<file path="src/rtl/sha1_msg_padder.sv">
// sha1_msg_padder
// Message-side front end for the SHA-1 core. Collects a byte stream into a
// single 512-bit buffer, appends the 0x80 marker, zero fill and the 64-bit
// big-endian bit length, and hands out one block at a time.
//
// Ports:
//   clk          clock
//   reset        synchronous, active-high reset
//   in_data      message byte
//   in_valid     in_data valid
//   in_last      marks the final byte of the message
//   in_empty     (only with SHA1_PAD_EMPTY_EN) final beat carries no byte
//   in_ready     byte accepted on the edge where in_valid & in_ready
//   block        padded block, byte 0 in [511:504], byte 63 in [7:0]
//   block_valid  block holds a complete block
//   block_ready  consumer takes the block on valid & ready
//   block_last   block is the final block of the current message
//
// Optional feature macro: SHA1_PAD_EMPTY_EN adds in_empty so that
// zero-length messages can be expressed.
module sha1_msg_padder #(
    parameter int LEN_WIDTH = 32
) (
    input  logic         clk,
    input  logic         reset,
    input  logic [7:0]   in_data,
    input  logic         in_valid,
    input  logic         in_last,
`ifdef SHA1_PAD_EMPTY_EN
    input  logic         in_empty,
`endif
    output logic         in_ready,
    output logic [511:0] block,
    output logic         block_valid,
    input  logic         block_ready,
    output logic         block_last
);

    typedef enum logic [1:0] {FILL, PAD, LEN, EMIT} state_t;

    state_t               state_q, state_d;
    state_t               pending_q, pending_d;
    logic [6:0]           pos_q, pos_d;
    logic [LEN_WIDTH-1:0] count_q, count_d;
    logic [511:0]         block_q, block_d;
    logic                 blockValid_q, blockValid_d;
    logic                 blockLast_q, blockLast_d;
    logic                 inReady_q, inReady_d;
    logic                 padStarted_q, padStarted_d;

    logic                 accept;
    logic                 emptyBeat;
    logic                 wrEn;
    logic [7:0]           wrByte;
    logic [63:0]          lenBits;
    logic [8:0]           bitBase;

`ifdef SHA1_PAD_EMPTY_EN
    assign emptyBeat = in_last & in_empty;
`else
    assign emptyBeat = 1'b0;
`endif

    // in_ready is a register that is only ever set while the FSM is in FILL,
    // so it alone qualifies an accepted beat.
    assign accept  = in_valid & inReady_q;
    assign lenBits = 64'(count_q) << 3;
    // Byte index pos maps to bit offset (63 - pos) * 8 in the buffer.
    assign bitBase = {~pos_q[5:0], 3'b000};

    // Next-state logic: every state writes at most one byte per cycle into
    // the buffer at pos. Blocks always leave through EMIT, which remembers
    // where to resume (FILL for more data, PAD when padding spilled over).
    always_comb begin
        state_d      = state_q;
        pending_d    = pending_q;
        pos_d        = pos_q;
        count_d      = count_q;
        block_d      = block_q;
        blockValid_d = blockValid_q;
        blockLast_d  = blockLast_q;
        padStarted_d = padStarted_q;
        wrEn         = 1'b0;
        wrByte       = 8'h00;

        case (state_q)
            FILL: begin
                if (accept) begin
                    if (!emptyBeat) begin
                        wrEn    = 1'b1;
                        wrByte  = in_data;
                        pos_d   = pos_q + 7'd1;
                        count_d = count_q + {{(LEN_WIDTH-1){1'b0}}, 1'b1};
                    end
                    if (in_last) begin
                        padStarted_d = 1'b0;
                        if (pos_d == 7'd64) begin
                            state_d      = EMIT;
                            pending_d    = PAD;
                            blockValid_d = 1'b1;
                        end else begin
                            state_d = PAD;
                        end
                    end else if (pos_d == 7'd64) begin
                        state_d      = EMIT;
                        pending_d    = FILL;
                        blockValid_d = 1'b1;
                    end
                end
            end

            PAD: begin
                // The marker byte goes out exactly once per message, even
                // when padding continues into a second block.
                wrEn         = 1'b1;
                wrByte       = padStarted_q ? 8'h00 : 8'h80;
                padStarted_d = 1'b1;
                pos_d        = pos_q + 7'd1;
                if (pos_d == 7'd56) begin
                    state_d = LEN;
                end else if (pos_d == 7'd64) begin
                    state_d      = EMIT;
                    pending_d    = PAD;
                    blockValid_d = 1'b1;
                end
            end

            LEN: begin
                // pos 56..63 selects length bytes MSB first.
                wrEn   = 1'b1;
                wrByte = lenBits[{~pos_q[2:0], 3'b000} +: 8];
                pos_d  = pos_q + 7'd1;
                if (pos_d == 7'd64) begin
                    state_d      = EMIT;
                    pending_d    = FILL;
                    blockValid_d = 1'b1;
                    blockLast_d  = 1'b1;
                end
            end

            EMIT: begin
                if (block_ready) begin
                    blockValid_d = 1'b0;
                    pos_d        = 7'd0;
                    block_d      = '0;
                    state_d      = pending_q;
                    if (blockLast_q) begin
                        count_d     = '0;
                        blockLast_d = 1'b0;
                        state_d     = FILL;
                    end
                end
            end

            default: state_d = FILL;
        endcase

        if (wrEn) begin
            block_d[bitBase +: 8] = wrByte;
        end
    end

    assign inReady_d = (state_d == FILL);

    // State and all outputs are registered here; reset aborts any message
    // in flight and drops in_ready for the reset cycle.
    always_ff @(posedge clk) begin
        if (reset) begin
            state_q      <= FILL;
            pending_q    <= FILL;
            pos_q        <= 7'd0;
            count_q      <= '0;
            block_q      <= '0;
            blockValid_q <= 1'b0;
            blockLast_q  <= 1'b0;
            inReady_q    <= 1'b0;
            padStarted_q <= 1'b0;
        end else begin
            state_q      <= state_d;
            pending_q    <= pending_d;
            pos_q        <= pos_d;
            count_q      <= count_d;
            block_q      <= block_d;
            blockValid_q <= blockValid_d;
            blockLast_q  <= blockLast_d;
            inReady_q    <= inReady_d;
            padStarted_q <= padStarted_d;
        end
    end

    assign in_ready    = inReady_q;
    assign block       = block_q;
    assign block_valid = blockValid_q;
    assign block_last  = blockLast_q;

endmodule

</file>
<file path="config.mk">
export PLATFORM = sky130hd
export DESIGN_NAME = sha1_msg_padder
export DESIGN_NICKNAME = d
export VERILOG_FILES = /design/src/rtl/sha1_msg_padder.sv
export SDC_FILE = /design/constraint.sdc
export NUM_CORES = 1
export LEC_CHECK = 0
export BUFFER_PORTS_ARGS = -buffer_cell sky130_fd_sc_hd__buf_2
export CAP_MARGIN = 15
export CORE_MARGIN = 4
export CORE_UTILIZATION = 35
export DETAILED_ROUTE_END_ITERATION = 6
export PLACE_DENSITY = 0.57
export SLEW_MARGIN = 30
export SYNTH_ARGS = -nofsm -noshare
export SYNTH_HDL_FRONTEND = slang
export SYNTH_SLANG_ARGS = --single-unit
</file>
<file path="constraint.sdc">
create_clock -name clk -period 3.1 [get_ports clk]
set_input_delay 0.465 -clock clk [delete_from_list [all_inputs] [get_ports clk]]
set_output_delay 0.465 -clock clk [all_outputs]
set_load 0.01 [all_outputs]
</file>
Word level (Yosys, flattened, before mapping) --
Index checks and enable logic that the tools add are counted.
Storage, ports and cells: flip-flop bits (word level) 559, bits in latches 0, bits in writable memories 0, memory bits (read-only) 0, logic and storage cells 91, memories kept 0
Cells by class: add/subtract/negate cells 3, multipliers 0, div/mod/pow operators 0, $lt $le $gt $ge 0, eq/ne operators 14, shift operators 3, multiplexer cells 46, bitwise gates (word level) 3, reduce and logical (&&, ||, !) cells 13
Operators by type and width (number):
- 512-bit 2-to-1 mux | 3
- 512-bit bitwise mux | 1
- 8-bit by 11-bit variable shift with 512-bit output, first input constant | 1
- 8-bit by 11-bit indexed part select with 512-bit output | 1
- 32-bit 2-to-1 mux | 3
- 32-bit one-hot mux with 2 select lines | 1
- 64-bit by 7-bit indexed part select with 8-bit output | 1
- 32-bit by 1-bit adder with 32-bit output, second input constant | 1
- 2-bit 2-to-1 mux | 15
- 7-bit 2-to-1 mux | 4
- 8-bit one-hot mux with 3 select lines | 1
- 7-bit one-hot mux with 3 select lines | 1
- 8-bit 2-to-1 mux | 2
- 2-bit != test, second input constant | 8
- 7-bit equality test, second input constant | 2
- 9-bit negation with 11-bit output | 1
- 1-bit 2-to-1 mux | 9
- 2-bit one-hot mux with 4 select lines | 1
- 4-bit AND reduction | 2
- 7-bit by 1-bit adder with 7-bit output, second input constant | 1
- 7-bit by 6-bit equality test with 1-bit output, second input constant | 1
- 6-bit NOT | 1
- 1-bit one-hot mux with 2 select lines | 3
- 2-bit one-hot mux with 3 select lines | 1
- 12 further kinds | 17

Logic depth before layout (Yosys ltp) --
Gate-level depths: netlist of run 1.
word-level depth 9, depth in mapped cells 12

Worst setup path before layout of run 1 --
Ideal clock, no wire load.
kind register to register, start point register pos_q[1], end point register block_q[328] (netlist: block[328]), setup time 72 ps, arrival time 2755 ps, data required time 3028 ps, slack 274 ps, cell stages (with the launch flop) 12, cells stage by stage dfxtp_1 > buf_2 > buf_2 > buf_2 > inv_1 > ha_1 > clkbuf_1 > nor3b_2 > nand2_1 > nor3_1 > nand2_1 > mux2i_1
On the way: cells in the longest elaborated chain, start to end 6
RTL lines:
- start: declaration | line 43 | logic [6:0] pos_q, pos_d;
- start signal: assignment | line 181 | pos_q <= pos_d;
- 3-bit NOT | line 131 | wrByte = lenBits[{~pos_q[2:0], 3'b000} +: 8];
- 64-bit by 7-bit indexed part select with 8-bit output | line 131
- 8-bit one-hot mux with 3 select lines | line 86 | case (state_q)
- 8-bit by 11-bit indexed part select with 512-bit output | line 159 | block_d[bitBase +: 8] = wrByte;
- 512-bit bitwise mux * | line 159
- 512-bit 2-to-1 mux * | line 158 | if (wrEn) begin
- end signal: assignment | line 183 | block_q <= block_d;
- end: declaration | line 45 | logic [511:0] block_q, block_d;
Every way passes the cells marked *; elsewhere a longest branch is shown, timed or not. A chain may end at the register's enable or synchronous reset.

Worst setup path after layout of run 1 --
start point register state_q[1], end point register block_q[294] (netlist: block[294])
On the way: cells in the longest elaborated chain, start to end 5
RTL lines:
- start: declaration | line 41 | state_t state_q, state_d;
- start signal: assignment | line 179 | state_q <= state_d;
- 2-bit equality test, or another cell as far along | line 86
- 8-bit one-hot mux with 3 select lines | line 86
- 8-bit by 11-bit indexed part select with 512-bit output | line 159
- 512-bit bitwise mux | line 159
- 512-bit 2-to-1 mux * | line 158
Marked as above.

==> results.sh, run 1 <==
export IMPL_status="finished clean"
export IMPL_hold_viol_final=0
export IMPL_initialDrtViolationCount=1356
export IMPL_grt_max_degree=101
export IMPL_viasPerCell=5.11
export IMPL_yosysTopAreaCellShare=0.486
export IMPL_worst_slew_pin_slew_ns=0.911
export IMPL_yosys_area_top_type="dfxtp_1"
export IMPL_die_area_mm2=0.0698
export IMPL_clk_pin_slew_ns=0.06
export IMPL_synth_async_reset_ratio=0
export IMPL_die_w_um=264
export IMPL_slew_violations=0
export IMPL_final_cell_mix="nand2_1, dfxtp_1, buf_2"
export IMPL_synth_edf_count=0
export IMPL_design_area_mm2=0.0291
export IMPL_ys_ff_latch=558
export IMPL_finalCriticalPeriod_ns=2.95
export IMPL_ys_flop_type="dfxtp_1"
export IMPL_yosysSeqAreaShare=0.486
export IMPL_io_pins=528
export IMPL_post_dp_cell_area_mm2=0.0268
export IMPL_syn_nets=2342
export IMPL_cp_start_kind="flop"
export IMPL_cp_data_arrival_time_ns=3.45
export IMPL_cp_slowest_stage_delay_ns=0.53
export IMPL_cts_max_level=3
export IMPL_fin_nets=2877
export IMPL_cap_violations=0
export IMPL_die_h_um=264
export IMPL_root_buffer="clkbuf_16"
export IMPL_max_freq_ghz=0.339
export IMPL_utilization=0.450
export IMPL_cts_buffers=66
export IMPL_post_drt_wl_per_cell_um=22.5
export IMPL_crit_type="reg2reg"
export IMPL_cp_slowest_cell="and3_1"
export IMPL_rsz0062_at_grt="no"
export IMPL_layout_commonest_cell="nand2_1"
export IMPL_pre_cts_ws_ns=0.0517
export IMPL_clock_path_buffers=3
export IMPL_path_buf_inv=2
export IMPL_syn_area_mm2=0.0230
export IMPL_overflow=0
export IMPL_setup_violations=0
export IMPL_synthToLayoutAreaGrowth_pct=26.6
export IMPL_dp_cells=3640
export IMPL_cpLargestDelayFamily="simple AND/OR/NAND/NOR gates"
export IMPL_globalplace_congestion=0.902
export IMPL_slew_headroom=0.387
export IMPL_dr_pass1_iters=5
export IMPL_stdcell_count=3761
export IMPL_path_cells="inv_1, ha_1, a31oi_1, a211o_4, nor4_4, buf_4, and3_1, mux2i_1"
export IMPL_leakagePower_nw=13.0
export IMPL_cts_tree="yes"
export IMPL_final_layout_size_suffix_gt1_frac=0.280
export IMPL_grt_pass1_vias=19233
export IMPL_fin_worst_skew_ns=0.0259
export IMPL_hp_class="in2reg"
export IMPL_vias=19205
export IMPL_required_ns=3.60
export IMPL_clkLatencyLatePin_ns=0.60
export IMPL_postLayoutSetupSlackWorst_ns=0.149
export IMPL_grt_antenna_before_repair=1
export IMPL_track_usage=0.231
export IMPL_fp_row_count=93
export IMPL_avgSynthCellArea_um2=9.91
export IMPL_route_detailed_drc=0
export IMPL_finalWirelength_um=84700
export IMPL_port_buffers=527
export IMPL_numClockSinks=558
export IMPL_power_density_mw_per_mm2=622
export IMPL_ys_top_cells_by_area="dfxtp_1, mux2i_1, nand2_1, nand3_4, clkbuf_1"
export IMPL_holdWs_ns=0.296
export IMPL_core_mm2=0.0647
export IMPL_grt_pass1_wl_um=124000
export IMPL_ir_worst_vdd_uv=316
export IMPL_dp_hpwl_um=62400
export IMPL_synth_cell_types=80
export IMPL_drtAntennaViolNets=0
export IMPL_cp_max_fo=8
export IMPL_end_kind="flop"
export IMPL_synthCells=2320
export IMPL_min_period_over_period=0.952
export IMPL_start_util=0.355
export IMPL_postCtsHoldBufs=0
export IMPL_fin_tns_setup_ns=0
export IMPL_ys_warnings_count=0
export IMPL_finalPower_mw=18.1
## layout make-up
cell class              count  area, um2
fillers                  6263      35600
flip-flops and latches    558      11200
multi-input cells        1599      11100
repair buffers            614       3420
clock buffers              95       1970
well taps                 855       1070
clock inverters            23        297
inverters                  16       60.1
diodes                      1       2.50
## path summary, 6_finish.rpt
kind	slack (ns)	end	depth (start not counted)	startpoint
max	0.15	block[294]	8	state_q[1]
min	0.30	padStarted_q	4	in_last
max reg2reg	0.15	block[294]	8	state_q[1]
min reg2reg	0.45	block[378]	2	block[378]
## where the power goes
group / switching, mW / internal [mW] / leakage [nW]
Sequential: 0.0566 / 7.22 / 4.49
Combinational: 2.01 / 0.816 / 7.42
Clock: 3.13 / 4.88 / 1.12
Total: 5.20 / 12.9 / 13.0
## sequential cells by signal, indices dropped and copies added, names as in the netlist
register      flops
count_q          32
block_valid       1
block_last        1
state_q           2
block           512
pending_q         1
padStarted_q      1
in_ready          1
pos_q             7
## routing by layer
layer / global-route usage / wire length (um)
met1: 0.287 / 35800
met2: 0.398 / 41200
met3: 0.0513 / 5190
met4: 0.0732 / 2490
met5: 0 / 0
## cells in the mapped netlist, types with 9 or more instances
| cell type | instances |
|---|---|
| buf_6 | 13 |
| nand3_1 | 41 |
| nor2b_1 | 11 |
| nand4_1 | 12 |
| o21ai_0 | 20 |
| dfxtp_1 | 558 |
| clkbuf_1 | 92 |
| nand3_4 | 27 |
| or3_1 | 13 |
| nor2_1 | 52 |
| nor2_4 | 11 |
| nand2_1 | 643 |
| nand2b_1 | 15 |
| xnor2_1 | 14 |
| a21oi_1 | 39 |
| inv_1 | 15 |
| mux2i_1 | 508 |
| and3_1 | 21 |
| buf_2 | 26 |
| nand4b_1 | 24 |
| ha_1 | 9 |
| nor3_1 | 20 |
## cell families after synthesis
kind of cell,count (synthesis),share of synthesized area
AND/OR/NAND/NOR,945,0.203
flip-flops,558,0.486
multiplexers,515,0.227
buffers and inverters,163,0.0352
AO/OA/AOI/OAI,108,0.0349
XOR/XNOR,22,0.00838
adder cells (fa/ha/maj),9,0.00490
## timing repair
| item | CTS | global route |
|---|---|---|
| resized for setup | 0 | 4 |
| hold endpoints to repair | 0 | 0 |
| setup buffers | 0 | 2 |
| endpoints found under the setup margin | 0 | 60 |
## tightest hold or removal path, stage by stage
cell and delay (ns):
buf_2 0.11, nand4_1 0.12, nor2_1 0.11, nor3_1 0.05
No activity file was read; power rests on OpenSTA's default activity.
==> run 2, diff against run 1 <==
--- a/config.mk
+++ b/config.mk
@@ -10,7 +10,7 @@
 export CORE_MARGIN = 4
 export CORE_UTILIZATION = 35
 export DETAILED_ROUTE_END_ITERATION = 6
-export PLACE_DENSITY = 0.57
+export PLACE_DENSITY = 0.65
 export SLEW_MARGIN = 30
 export SYNTH_ARGS = -nofsm -noshare
 export SYNTH_HDL_FRONTEND = slang
==> results.sh, run 2 (synthesized netlist as in run 1, its figures left out) <==
export IMPL_status="finished clean"
export IMPL_numClockSinks=558
export IMPL_required_ns=3.64
export IMPL_core_mm2=0.0647
export IMPL_holdPathStages=4
export IMPL_dr_pass1_iters=7
export IMPL_fin_tns_setup_ns=0
export IMPL_clk_pin_slew_ns=0.06
export IMPL_pwr_share_clk=0.419
export IMPL_layout_commonest_cell="nand2_1"
export IMPL_cp_data_arrival_time_ns=3.45
export IMPL_wl_met2_um=37800
export IMPL_io_pins=528
export IMPL_cap_violations=0
export IMPL_finalCriticalPeriod_ns=2.91
export IMPL_globalplace_congestion=0.880
export IMPL_crit_type="reg2reg"
export IMPL_final_cell_mix="nand2_1, dfxtp_1, buf_2"
export IMPL_intPower_mw=12.3
export IMPL_p_sw_mw=5.10
export IMPL_route_detailed_drc=0
export IMPL_die_w_um=264
export IMPL_finalWirelength_um=80600
export IMPL_grt_max_degree=129
export IMPL_start_util=0.355
export IMPL_highest_layer="met4"
export IMPL_synthToLayoutAreaGrowth_pct=25.4
export IMPL_r2r_cells=8
export IMPL_hold_viol_final=0
export IMPL_worst_slew_pin_slew_ns=0.769
export IMPL_viasPerCell=5.01
export IMPL_final_layout_size_suffix_gt1_frac=0.277
export IMPL_grt_antenna_before_repair=3
export IMPL_overflow=0
export IMPL_grt_pass1_vias=18102
export IMPL_port_buffers=527
export IMPL_dp_hpwl_um=58700
export IMPL_ir_worst_vdd_uv=442
export IMPL_min_period_over_period=0.937
export IMPL_post_drt_wl_per_cell_um=21.4
export IMPL_slew_headroom=0.484
export IMPL_clock_path_buffers=3
export IMPL_initialDrtViolationCount=1514
export IMPL_max_freq_ghz=0.344
export IMPL_cts_tree="yes"
export IMPL_dr_wl_met3_um=5660
export IMPL_slew_violations=0
export IMPL_die_h_um=264
export IMPL_stdcell_count=3756
export IMPL_drtAntennaViolNets=0
export IMPL_clkLatencyLatePin_ns=0.63
export IMPL_dp_cells=3642
export IMPL_fp_row_count=93
export IMPL_postCtsHoldBufs=0
export IMPL_cts_buffers=60
export IMPL_leakagePower_nw=12.9
export IMPL_end_kind="flop"
export IMPL_wirelength_met1_um=34300
export IMPL_grt_pass1_wl_um=119000
export IMPL_fin_worst_skew_ns=0.0272
export IMPL_power_share_switching=0.293
export IMPL_largest_reg_flops=512
export IMPL_die_area_mm2=0.0698
export IMPL_vias=18810
export IMPL_utilization=0.446
export IMPL_track_usage=0.220
export IMPL_cp_start_kind="flop"
export IMPL_power_density_mw_per_mm2=603
export IMPL_hp_class="in2reg"
export IMPL_root_buffer="clkbuf_16"
export IMPL_rsz0062_at_grt="no"
export IMPL_cts_max_level=2
export IMPL_pwr_share_seq=0.419
export IMPL_combPwrFrac=0.162
export IMPL_fin_nets=2871
export IMPL_setup_violations=0
export IMPL_cp_max_fo=10
-- run 2: worst paths after layout --
check                                 from            to  slack [ns]
worst max-delay path            state_q[1]    block[289]        0.19
worst min-delay path               in_last  padStarted_q        0.27
worst max register to register  state_q[1]    block[289]        0.19
worst min register to register  block[383]    block[383]        0.45
-- run 2: layer usage --
metal,vias up,track usage
met1,9003,0.286
met5,-,0
li1,8989,-
met4,0,0.0788
met3,143,0.0520
met2,675,0.359
-- run 2: critical path: stages, from the launching register on --
cell and delay (ns):
dfxtp_1 0.45, inv_1 0.10, ha_1 0.36, a31oi_1 0.10
a211o_4 0.41, nor4_4 0.30, buf_4 0.34, and3_1 0.51
mux2i_1 0.25
-- run 2: what timing repair did --
item | 4_1_cts | 5_1_grt
gates resized for setup | 0 | 1
setup endpoints to repair | 0 | 2
setup buffers | 0 | 0
-- run 2: stage by stage --
| step | power (mW) | hold WS, ns | cell area (um2) | worst slack, ns |
|---|---|---|---|---|
| after floorplan | 9.06 | 0.450 | 23000 | 0.274 |
| after global placement | 10.3 | 0.440 | 26800 | 0.264 |
| after detailed placement | 10.3 | 0.444 | 26800 | 0.195 |
| after CTS | 17.6 | 0.219 | 28800 | 0.175 |
| after global routing | 18.0 | 0.304 | 28800 | 0.00813 |
| final | 17.4 | 0.274 | 28800 | 0.195 |
-- run 2: power groups by stage --
stage | combinational [mW] | sequential [mW] | clock (mW)
after global placement | 2.85 | 7.43 | 0
after CTS | 2.85 | 7.28 | 7.47
after floorplan | 1.62 | 7.44 | 0
final | 2.82 | 7.28 | 7.30
after detailed placement | 2.84 | 7.44 | 0
after global routing | 2.99 | 7.28 | 7.74
-- run 2: area by class of cell --
| class | instances | area [um2] |
|---|---|---|
| fill | 6259 | 35900 |
| antenna | 3 | 7.51 |
| tap | 855 | 1070 |
| sequential | 558 | 11200 |
| inverter | 16 | 60.1 |
| multi-input combinational | 1599 | 11100 |
| clock inverter | 30 | 334 |
| clock buffer | 81 | 1680 |
| timing repair buffer | 614 | 3400 |
==> run 3, diff against run 2 <==
==> config.mk (replaced) <==
export PLATFORM = sky130hd
export DESIGN_NAME = sha1_msg_padder
export DESIGN_NICKNAME = d
export VERILOG_FILES = /design/src/rtl/sha1_msg_padder.sv
export SDC_FILE = /design/constraint.sdc
export NUM_CORES = 1
export LEC_CHECK = 0
export CAP_MARGIN = 15
export CORE_ASPECT_RATIO = 1.1
export CORE_MARGIN = 4
export CORE_UTILIZATION = 35
export DETAILED_ROUTE_END_ITERATION = 6
export DONT_BUFFER_PORTS = 1
export PLACE_DENSITY = 0.58
export SLEW_MARGIN = 20
export SYNTH_ARGS = -nofsm -noshare
export SYNTH_HDL_FRONTEND = slang
export SYNTH_SLANG_ARGS = --single-unit
==> results.sh, run 3 (synthesized netlist as in run 1, its figures left out) <==
export IMPL_final_layout_size_suffix_gt1_frac=0.115
export IMPL_cts_tree="yes"
export IMPL_numClockSinks=558
export IMPL_cp_data_arrival_time_ns=3.42
export IMPL_crit_type="reg2reg"
export IMPL_use_met1=0.254
export IMPL_cap_violations=0
export IMPL_slew_headroom=0.377
export IMPL_initialDrtViolationCount=1116
export IMPL_cts_max_level=2
export IMPL_use_met2=0.380
export IMPL_die_h_um=277
export IMPL_min_period_over_period=0.927
export IMPL_io_pins=528
export IMPL_root_buffer="clkbuf_16"
export IMPL_holdWs_ns=0.0799
export IMPL_finalWirelength_um=80600
export IMPL_dp_hpwl_um=59200
export IMPL_viasPerCell=5.33
export IMPL_port_buffers=0
export IMPL_worst_slew_pin_slew_ns=0.935
export IMPL_fin_tns_setup_ns=0
export IMPL_largest_reg_flops=512
export IMPL_ir_worst_vdd_uv=442
export IMPL_drtAntennaViolNets=0
export IMPL_hold_viol_final=0
export IMPL_start_util=0.354
export IMPL_post_drt_wl_per_cell_um=25.1
export IMPL_fin_nets=2336
export IMPL_ff_latch_area_mm2=0.0112
export IMPL_hp_class="in2reg"
export IMPL_final_cell_mix="nand2_1, dfxtp_1, mux2i_1"
export IMPL_leakagePower_nw=9.93
export IMPL_die_area_mm2=0.0698
export IMPL_dr_pass1_iters=7
export IMPL_post_cts_buffers=0
export IMPL_setup_violations=0
export IMPL_clkLatencyLatePin_ns=0.64
export IMPL_rsz0062_at_grt="no"
export IMPL_vias=17117
export IMPL_track_usage=0.220
export IMPL_cp_max_fo=8
export IMPL_required_ns=3.64
export IMPL_cts_buffers=58
export IMPL_overflow=0
export IMPL_multi_input_area_mm2=0.0111
export IMPL_synthToLayoutAreaGrowth_pct=13.8
export IMPL_end_kind="flop"
export IMPL_die_w_um=252
export IMPL_power_density_mw_per_mm2=667
export IMPL_clock_path_buffers=3
export IMPL_layout_commonest_cell="nand2_1"
export IMPL_grt_pass1_vias=17388
export IMPL_clk_pin_slew_ns=0.06
export IMPL_core_mm2=0.0650
export IMPL_fin_worst_skew_ns=0.0265
export IMPL_grt_use_met3=0.0727
export IMPL_grt_busiest_layer="met2"
export IMPL_grt_antenna_before_repair=2
export IMPL_cp_start_kind="flop"
export IMPL_status="finished clean"
export IMPL_finalCriticalPeriod_ns=2.87
export IMPL_fp_row_count=98
export IMPL_max_freq_ghz=0.348
export IMPL_globalplace_congestion=0.893
export IMPL_route_detailed_drc=0
export IMPL_fillerInstances=6257
export IMPL_slew_violations=0
export IMPL_grt_pass1_wl_um=118000
export IMPL_grt_max_degree=177
==> run 3: cell types whose count changed in the layout (fill, tap and decap cells not counted), moves of 3 or more <==
cell        delta
buf_4          -7
bufinv_16      +3
clkinvlp_4     -3
buf_2        -527
==> run 3: area by class of cell <==
cell class	instances	share of cell area
sequential	558	0.427
antenna	1	0.0000956
multi-input combinational	1599	0.425
tap	850	0.0406
inverter	16	0.00230
timing repair buffer	81	0.0276
clock buffer	75	0.0610
clock inverter	32	0.0165
==> run 3: worst paths after layout <==
check	slack [ns]	endpoint	depth (start not counted)	from
max	0.23	block[116]	8	state_q[1]
min	0.08	block[48]	2	reset
max reg2reg	0.23	block[116]	8	state_q[1]
min reg2reg	0.50	pending_q[0]	2	pending_q[0]
==> run 3: per-layer routing <==
layer | wire, um | vias to the layer above
met5 | 0 | -
met4 | 3100 | 0
met3 | 7240 | 166
met2 | 39200 | 668
met1 | 31100 | 8377
li1 | - | 7906
==> run 3: critical path, cell delays in order (launching register included) <==
cell and delay [ns]:
dfxtp_1 0.44, inv_1 0.10, ha_1 0.36, a31oi_1 0.14, a211o_4 0.44, a211oi_4 0.23, buf_4 0.27, and3_1 0.55
mux2i_1 0.26
==> run 3: metrics by stage <==
stage,utilization,total power [mW],instances,worst slack (ns),area [um2]
finish,0.403,17.4,3212,0.226,26200
CTS,0.403,17.6,3211,0.121,26200
global route,0.403,18.0,3212,0.0790,26200
floorplan,-,9.06,2320,0.274,23000
detailed placement,0.371,10.2,3103,0.137,24100
global placement,0.371,10.2,3103,0.184,24100
==> run 3: where the power goes <==
group,total (mW),internal [mW],switching (mW)
sequential,7.31,7.22,0.0856
clock,7.41,4.32,3.09
combinational,2.73,0.795,1.93
total,17.4,12.3,5.11
==> run 3: repair_timing <==
action	in CTS	in global routing
hold endpoints to repair	19	0
hold buffers	1	0
setup endpoints to repair	0	23
resized for setup	0	3
